--- src/rtl/regfile_wr_arbiter_pkg.sv ---
// ----------------------------------------------------------------------------
// regfile_wr_arbiter_pkg
// Shared definitions for the register-file write arbiter:
//   REG_W    - register index width
//   DATA_W   - register data width
//   ZERO_REG - default register index whose writes are discarded
//   state_t  - write-stage FSM state (IDLE, WRITE, HOLD)
// ----------------------------------------------------------------------------
package regfile_wr_arbiter_pkg;

    localparam int unsigned REG_W  = 5;
    localparam int unsigned DATA_W = 32;

    localparam logic [REG_W-1:0] ZERO_REG = 5'd31;

    typedef enum logic [1:0] {
        IDLE  = 2'd0,
        WRITE = 2'd1,
        HOLD  = 2'd2
    } state_t;

endpackage

--- src/rtl/regfile_wr_arbiter_rr_arb2.sv ---
// ----------------------------------------------------------------------------
// rr_arb2
// Two-way round-robin arbiter.
//   clk, rst_n - clock, asynchronous active-low reset
//   valid[1:0] - request lines (bit 0 = requester 0)
//   update     - strobe: the currently granted request was accepted
//   grant[1:0] - one-hot grant (combinational), zero when nothing is valid
// After reset requester 1 is treated as the last winner, so requester 0 wins
// the first contention.
// ----------------------------------------------------------------------------
module rr_arb2 (
    input  logic       clk,
    input  logic       rst_n,
    input  logic [1:0] valid,
    input  logic       update,
    output logic [1:0] grant
);

    logic lastGrant;

    always_comb begin
        grant = '0;
        if (valid == 2'b11) begin
            grant = lastGrant ? 2'b01 : 2'b10;
        end else if (valid[0]) begin
            grant = 2'b01;
        end else if (valid[1]) begin
            grant = 2'b10;
        end
    end

    always_ff @(posedge clk or negedge rst_n) begin
        if (!rst_n) begin
            lastGrant <= 1'b1;
        end else if (update) begin
            lastGrant <= grant[1];
        end
    end

endmodule

--- src/rtl/regfile_wr_arbiter.sv ---
// ----------------------------------------------------------------------------
// regfile_wr_arbiter
// Arbitrates two write requesters onto a single register-file write port
// through a one-entry write stage, and reports hazards against that stage.
//   clk, rst_n                       - clock, asynchronous active-low reset
//   req0_* (valid, rc, wdata, ready) - requester 0 (pipeline writeback)
//   req1_* (valid, rc, wdata, ready) - requester 1 (load/debug)
//   hold                             - freeze the write stage
//   RegWrite, rc, wdata              - register-file write port
//   q_ra, q_rb                       - hazard query addresses
//   stall                            - a query hits an uncommitted write
//   fwd_a, fwd_b, fwd_data           - forwarding from the staged write
// Writes to ZERO_REG are accepted but never reach the register file.
// ----------------------------------------------------------------------------
module regfile_wr_arbiter
    import regfile_wr_arbiter_pkg::*;
#(
    parameter logic [REG_W-1:0] ZERO_REG = regfile_wr_arbiter_pkg::ZERO_REG
) (
    input  logic              clk,
    input  logic              rst_n,

    input  logic              req0_valid,
    input  logic [REG_W-1:0]  req0_rc,
    input  logic [DATA_W-1:0] req0_wdata,
    output logic              req0_ready,

    input  logic              req1_valid,
    input  logic [REG_W-1:0]  req1_rc,
    input  logic [DATA_W-1:0] req1_wdata,
    output logic              req1_ready,

    input  logic              hold,

    output logic              RegWrite,
    output logic [REG_W-1:0]  rc,
    output logic [DATA_W-1:0] wdata,

    input  logic [REG_W-1:0]  q_ra,
    input  logic [REG_W-1:0]  q_rb,
    output logic              stall,
    output logic              fwd_a,
    output logic              fwd_b,
    output logic [DATA_W-1:0] fwd_data
);

    state_t              state;
    logic [REG_W-1:0]    stRc;
    logic [DATA_W-1:0]   stData;

    logic [1:0]          grant;
    logic                canAccept;
    logic                xfer;
    logic [REG_W-1:0]    selRc;
    logic [DATA_W-1:0]   selData;
    logic                stValid;
    logic                stLive;
    logic                hitA;
    logic                hitB;

    rr_arb2 uArb (
        .clk    (clk),
        .rst_n  (rst_n),
        .valid  ({req1_valid, req0_valid}),
        .update (xfer),
        .grant  (grant)
    );

    // The stage accepts while idle or draining; a drain and a new capture
    // share the same edge, giving one write per cycle.
    assign canAccept  = ((state == IDLE) || (state == WRITE)) && !hold;
    assign req0_ready = grant[0] && req0_valid && canAccept;
    assign req1_ready = grant[1] && req1_valid && canAccept;
    assign xfer       = req0_ready || req1_ready;

    assign selRc   = req1_ready ? req1_rc    : req0_rc;
    assign selData = req1_ready ? req1_wdata : req0_wdata;

    always_ff @(posedge clk or negedge rst_n) begin
        if (!rst_n) begin
            state  <= IDLE;
            stRc   <= '0;
            stData <= '0;
        end else begin
            case (state)
                IDLE: begin
                    if (xfer) begin
                        stRc   <= selRc;
                        stData <= selData;
                        state  <= WRITE;
                    end
                end
                WRITE: begin
                    if (hold) begin
                        state <= HOLD;
                    end else if (xfer) begin
                        stRc   <= selRc;
                        stData <= selData;
                        state  <= WRITE;
                    end else begin
                        state <= IDLE;
                    end
                end
                HOLD: begin
                    if (!hold) begin
                        state <= WRITE;
                    end
                end
                default: state <= IDLE;
            endcase
        end
    end

    assign stValid = (state == WRITE) || (state == HOLD);
    assign stLive  = (stRc != ZERO_REG);
    assign hitA    = (q_ra == stRc) && stLive;
    assign hitB    = (q_rb == stRc) && stLive;

    // hold must suppress the write in the same cycle it rises, so the enable
    // is decoded from state and hold rather than registered.
    assign RegWrite = (state == WRITE) && !hold && stLive;
    assign rc       = stRc;
    assign wdata    = stData;

    assign stall    = stValid && (hitA || hitB);
    assign fwd_a    = (state == WRITE) && hitA;
    assign fwd_b    = (state == WRITE) && hitB;
    assign fwd_data = stData;

endmodule

--- config.mk ---
export PLATFORM = sky130hd
export DESIGN_NAME = regfile_wr_arbiter
export DESIGN_NICKNAME = d
export VERILOG_FILES = /design/src/rtl/regfile_wr_arbiter_pkg.sv /design/src/rtl/regfile_wr_arbiter_rr_arb2.sv /design/src/rtl/regfile_wr_arbiter.sv
export SDC_FILE = /design/constraint.sdc
export NUM_CORES = 1
export LEC_CHECK = 0
export ABC_CLOCK_PERIOD_IN_PS = 1590
export BUFFER_PORTS_ARGS = -buffer_cell sky130_fd_sc_hd__buf_2
export CORE_ASPECT_RATIO = 1.5
export CORE_MARGIN = 2
export CORE_UTILIZATION = 37
export CTS_CLUSTER_DIAMETER = 80
export DETAILED_ROUTE_END_ITERATION = 7
export GPL_TIMING_DRIVEN = 0
export PLACE_DENSITY = 0.76
export SYNTH_ARGS = -nofsm -noshare
export SYNTH_HDL_FRONTEND = slang
export SYNTH_SLANG_ARGS = --single-unit
--- constraint.sdc ---
create_clock -name clk -period 1.59 [get_ports clk]
set_input_delay 0 -clock clk [delete_from_list [all_inputs] [get_ports clk]]
set_output_delay 0 -clock clk [all_outputs]
set_load 0.02 [all_outputs]
---- After elaboration in Yosys (flattened, before gate mapping) ----
Cells that the tools add are included.
storage, ports and cells
  flip-flop bits (word level) ............. 40
  output and inout bits ................... 75
  word-level logic and storage cells ...... 51
cells by class
  equality and inequality tests ........... 9
  multiplexer cells ....................... 17
  reductions and logical operators ........ 21
operators with widths
  cell                                                 number
  two-way mux 32 bit                                   3
  case mux 32 bit (2 select lines)                     1
  two-way mux 5 bit                                    3
  two-way mux 2 bit                                    7
  logical AND 1 bit                                    12
  equality test 5 bit                                  2
  case mux 5 bit (2 select lines)                      1
  case mux 2 bit (3 select lines)                      1
  != test 5 bit, second input constant                 1
  equality test 2 bit, second input constant           2
  logical OR 1 bit                                     4
  != test 2 bit, second input constant                 2
  AND reduction 2 bit                                  2
  equality test 2 x 1 -> 1 bit, second input constant  1
  logical NOT 2 bit                                    1
  != test 2 x 1 -> 1 bit, second input constant        1
  nonzero test 2 bit                                   1
  logical NOT 1 bit                                    1
  two-way mux 1 bit                                    1

---- Depth between registers and ports, before layout ----
  depth in word-level cells ............... 9
  mapped depth ............................ 8

---- Cells and area by module ----
From an unflattened synthesis, not the netlist that was laid out.
second synthesis, totals
  cells, all modules ...................... 285
  area total of the unflattened synthesis .. 2351.0 um^2
modules (own cells, without submodules)
  module              times used  cells an instance  area an instance (um^2)
  regfile_wr_arbiter  1           280                2287.2
  rr_arb2             1           5                  63.8

---- Worst setup path before layout ----
Ideal clock, no wire load.
  path type ............................... register to register
  start ................................... register state[0]
  end ..................................... register stData[26] (netlist: fwd_data[26])
  library setup time ...................... 126 ps
  arrival ................................. 1405 ps
  required time ........................... 1464 ps
  slack ................................... 59 ps
  cell stages (with the launch flop) ...... 9
  clock period less this slack ............ 1531 ps
  path through ............................ dfrtp_1 > inv_1 > ha_1 > o21ba_4 > o21a_1 > buf_4 > buf_2 > nor2_1 > a21oi_1
between the ends
  longest elaborated chain between the ends .. 8
  elaborated cells between the ends (all ways) .. 14
  those cells by class .................... eq/ne: 2; mux: 4; reduce/logical: 8
ends and longest elaborated chain
  item                                                               line                                                text
  start: declaration                                                 regfile_wr_arbiter.sv:47                            state_t state;
  start signal: assignment                                           regfile_wr_arbiter.sv:81                            state <= IDLE;
  start signal: assignment                                           regfile_wr_arbiter.sv:90                            state <= WRITE;
  start signal: assignment                                           regfile_wr_arbiter.sv:95                            state <= HOLD;
  equality test 2 x 1 -> 1 bit or logical NOT 2 bit (tied branches)  regfile_wr_arbiter.sv:71, regfile_wr_arbiter.sv:85
  logical OR 1 bit                                                   regfile_wr_arbiter.sv:71                            assign canAccept = ((state == IDLE) || (state == WRITE)) && !hold;
  logical AND 1 bit                                                  regfile_wr_arbiter.sv:71
  logical AND 1 bit (on tied branches)                               regfile_wr_arbiter.sv:73, regfile_wr_arbiter.sv:72
  two-way mux 32 bit or logical OR 1 bit (tied branches)             regfile_wr_arbiter.sv:77, regfile_wr_arbiter.sv:74
  two-way mux 32 bit                                                 regfile_wr_arbiter.sv:87, regfile_wr_arbiter.sv:96
  two-way mux 32 bit                                                 regfile_wr_arbiter.sv:94                            if (hold) begin
  case mux 32 bit (2 select lines)                                   regfile_wr_arbiter.sv:85                            case (state)
  end signal: assignment                                             regfile_wr_arbiter.sv:89                            stData <= selData;
  end signal: assignment                                             regfile_wr_arbiter.sv:98                            stData <= selData;
  end: declaration                                                   regfile_wr_arbiter.sv:49                            logic [DATA_W-1:0] stData;
Parallel ways exist; a longest one is shown, timed or not. The select of a mux whose other input is x is not followed.
A chain may end at the register's enable or synchronous reset.

---- Worst setup path after layout ----
  start ................................... register state[0]
  end ..................................... register stData[22] (netlist: fwd_data[22])
Same word-level chain as after synthesis.

==> impl_results.md <==
- Gpl congestion: 0.804
- CP arrival: 1770 ps
- Clock buffer count from CTS: 5
- Buf+Inv Stages, Crit Path: 3
- Leakage Power: 1.91 nW
- Status: complete, but fails checks
- #FFs+latches synth: 40
- First-pass GRT wire length: 10.2 mm
- RSZ-0062 raised after global routing: true
- Remaining Overflow, GRT: 0
- CTS Buffer Depth: 2
- Die Span Y: 102 µm
- Critical Path End Type: register
- Clk Latency, worst-skew pair: 290 ps
- CP top delay family: flip-flops
- CP peak stage delay: 430 ps
- Largest net degree at the start of global routing: 41
- Leading cell type in the layout, fill and taps excluded: buf_2
- # IOs: 164
- First drt pass iteration count: 4
- DIE WIDTH: 69.1 µm
- Filler cells: 533
- Period Utilization, post-route: 1.00
- Startpoint types: register
- Netlist cell types: 26
- Diode count: 0
- Setup violators final: 1
- Dpl hpwl: 5.00 mm
- Worst-case vdd ir drop: 0.00104 V
- Total number of vias: 2390
- Worst Skew: 8.23 ps
- Final nets: 524
- Critical Path Fanout Max: 7
- Die area: 7030 µm²
- Syn Inst Count: 240
- Final Util: 0.633
- Wire length per cell: 13.6 µm
- Highest Clock Rate: 0.626 GHz
- Max cap viols: 0
- Slew Limit Fails: 0
- Site Rows: 35
- EDFF count, synth: 0
- Via density: 4.72
- WP data required: 1760 ps
- Clk sink count: 40
- Starting Density: 0.384
- Min-Delay Path Class: input port to register
- Synth async-reset ratio: 1.00
- R2r setup slk: -7 ps
- Core area: 6130 µm²
- DP Cell Count: 477
- CTS tree: built
- Worst-path clk slew: 80 ps
- Dpl cell area: 3260 µm²
- Synthesized cell area: 2350 µm²
- Syn_area_per_cell: 9.81 µm²
- Hold WS: 9.98 ps
- Most frequent cells in the layout: 161 x buf_2, 51 x buf_4, 37 x mux2i_1, 36 x dfrtp_1, 31 x a21oi_1
- WS Path Type: register to register
- Final ANT Viol Nets: 0
- Register area share after synthesis: 0.426
- Initial antenna violation count: 0
- Post-Layout Cell Count: 506
- Minimum clock period: 1600 ps
- Crit path max-delay cell type: dfrtp_1
- DRC viols: 0
- Failing checks: setup timing
- Ys Warns: 0
- Worst-path cell chain: inv_2 -> ha_4 -> o21ba_4 -> o21a_4 -> buf_12 -> clkbuf_16 -> nor2_4 -> a21oi_1
- Sequential Area: 1010 µm²
- Slew HR: 0.391
- Final instance area: 3880 µm²
- Pwr dens: 2000 nW/µm²
- Root buffer cell: clkbuf_8
- Final setup TNS: -7.24 ps
- Port Buf Inserts: 163
- Worst setup margin: -7.24 ps
- Number of global-route vias before repair: 2274
- GRT Overall Usage: 0.179
- Final hold violations: 0
- P&R area growth vs syn: 64.8%
- Syn Nets: 333
- H-tree levels: 2
- Initial detailed-routing violation count: 62
- Final WL: 6.89 mm
- Post-synth top flop: dfrtp_1
- Worst-Margin Slew: 913 ps
- Layout cells sized above 1: 0.657
- Multi-input gate area: 1220 µm²
## state kept, by name, indices dropped and copies added (netlist names)
signal,count
uArb.lastGrant,1
state,2
rc,5
fwd_data,32
## kinds of logic (layout without fill, tap and decap cells)
logic type      Yosys count  in the layout  synth area share
flops                    40             40             0.426
simple gates             53             53            0.0893
mux                      38             38             0.162
compound gates           48             48             0.115
xor+xnor                 10             10            0.0372
buf+inv                  47            239             0.149
fa+ha+maj                 4              4            0.0213
## repair_timing
action	CTS	global route
setup endpoints to repair	39	42
hold buffers	3	0
gates cloned	0	4
pin swaps	2	3
hold endpoints to repair	40	0
setup buffers	4	10
gates resized for setup	15	70
## where the power goes
part	switching [mW]	internal, mW
Sequential	0.592	1.53
Combinational	2.56	2.28
Clock	0.342	0.466
## cells in the mapped netlist (all sizes together) (2+ instances only)
cell type / n / area [µm²]
nor3: 2 / 10.0
inv: 3 / 11.3
nor2: 42 / 158
xor2: 6 / 52.6
nand2: 4 / 15.0
ha: 4 / 50.1
nand3: 3 / 15.0
buf: 44 / 339
xnor2: 4 / 35.0
a21oi: 42 / 210
dfrtp: 39 / 976
mux2i: 37 / 370
o21ba: 2 / 26.3
## final cells by class
type	count	share of cell area
inverters	3	0.00290
repair buffers	184	0.269
multi-input cells	153	0.314
well taps	74	0.0239
clock buffers	6	0.0187
plain buffers	44	0.103
flip-flops and latches	40	0.259
clock inverters	2	0.00903
## worst min-delay path: stages
cell and delay (ps):
buf_2 70, mux2i_1 60, a21oi_1 130
## metrics by stage
stage	setup WS [ps]	power [mW]
finish	-7.24	7.77
global route	-63.1	8.25
CTS	3.53	7.05
detailed placement	-122	6.08
global placement	-78.2	5.99
floorplan	58.7	4.75
## worst paths after layout
| kind | start | to | cells past startpoint |
|---|---|---|---|
| max in group asynchronous | rst_n | rc[3]$_DFFE_PN0P_ | 2 |
| min in group asynchronous | rst_n | fwd_data[26]$_DFFE_PN0P_ | 2 |
| setup / recovery | state[0]$_DFFE_PN0P_ | fwd_data[22]$_DFFE_PN0P_ | 8 |
| hold reg to reg | fwd_data[16]$_DFFE_PN0P_ | fwd_data[16]$_DFFE_PN0P_ | 2 |
| setup reg to reg | state[0]$_DFFE_PN0P_ | fwd_data[22]$_DFFE_PN0P_ | 8 |
| hold / removal | req0_wdata[27] | fwd_data[27]$_DFFE_PN0P_ | 3 |
## per-layer routing
metal  track usage  up-vias  share of wire
met3        0.0308        6          0.052
met5             0        -              0
met1         0.214     1138           0.38
li1              -     1157              -
met2         0.327       89           0.56
met4        0.0558        0          0.011
Power figures use the tool's default switching activity.
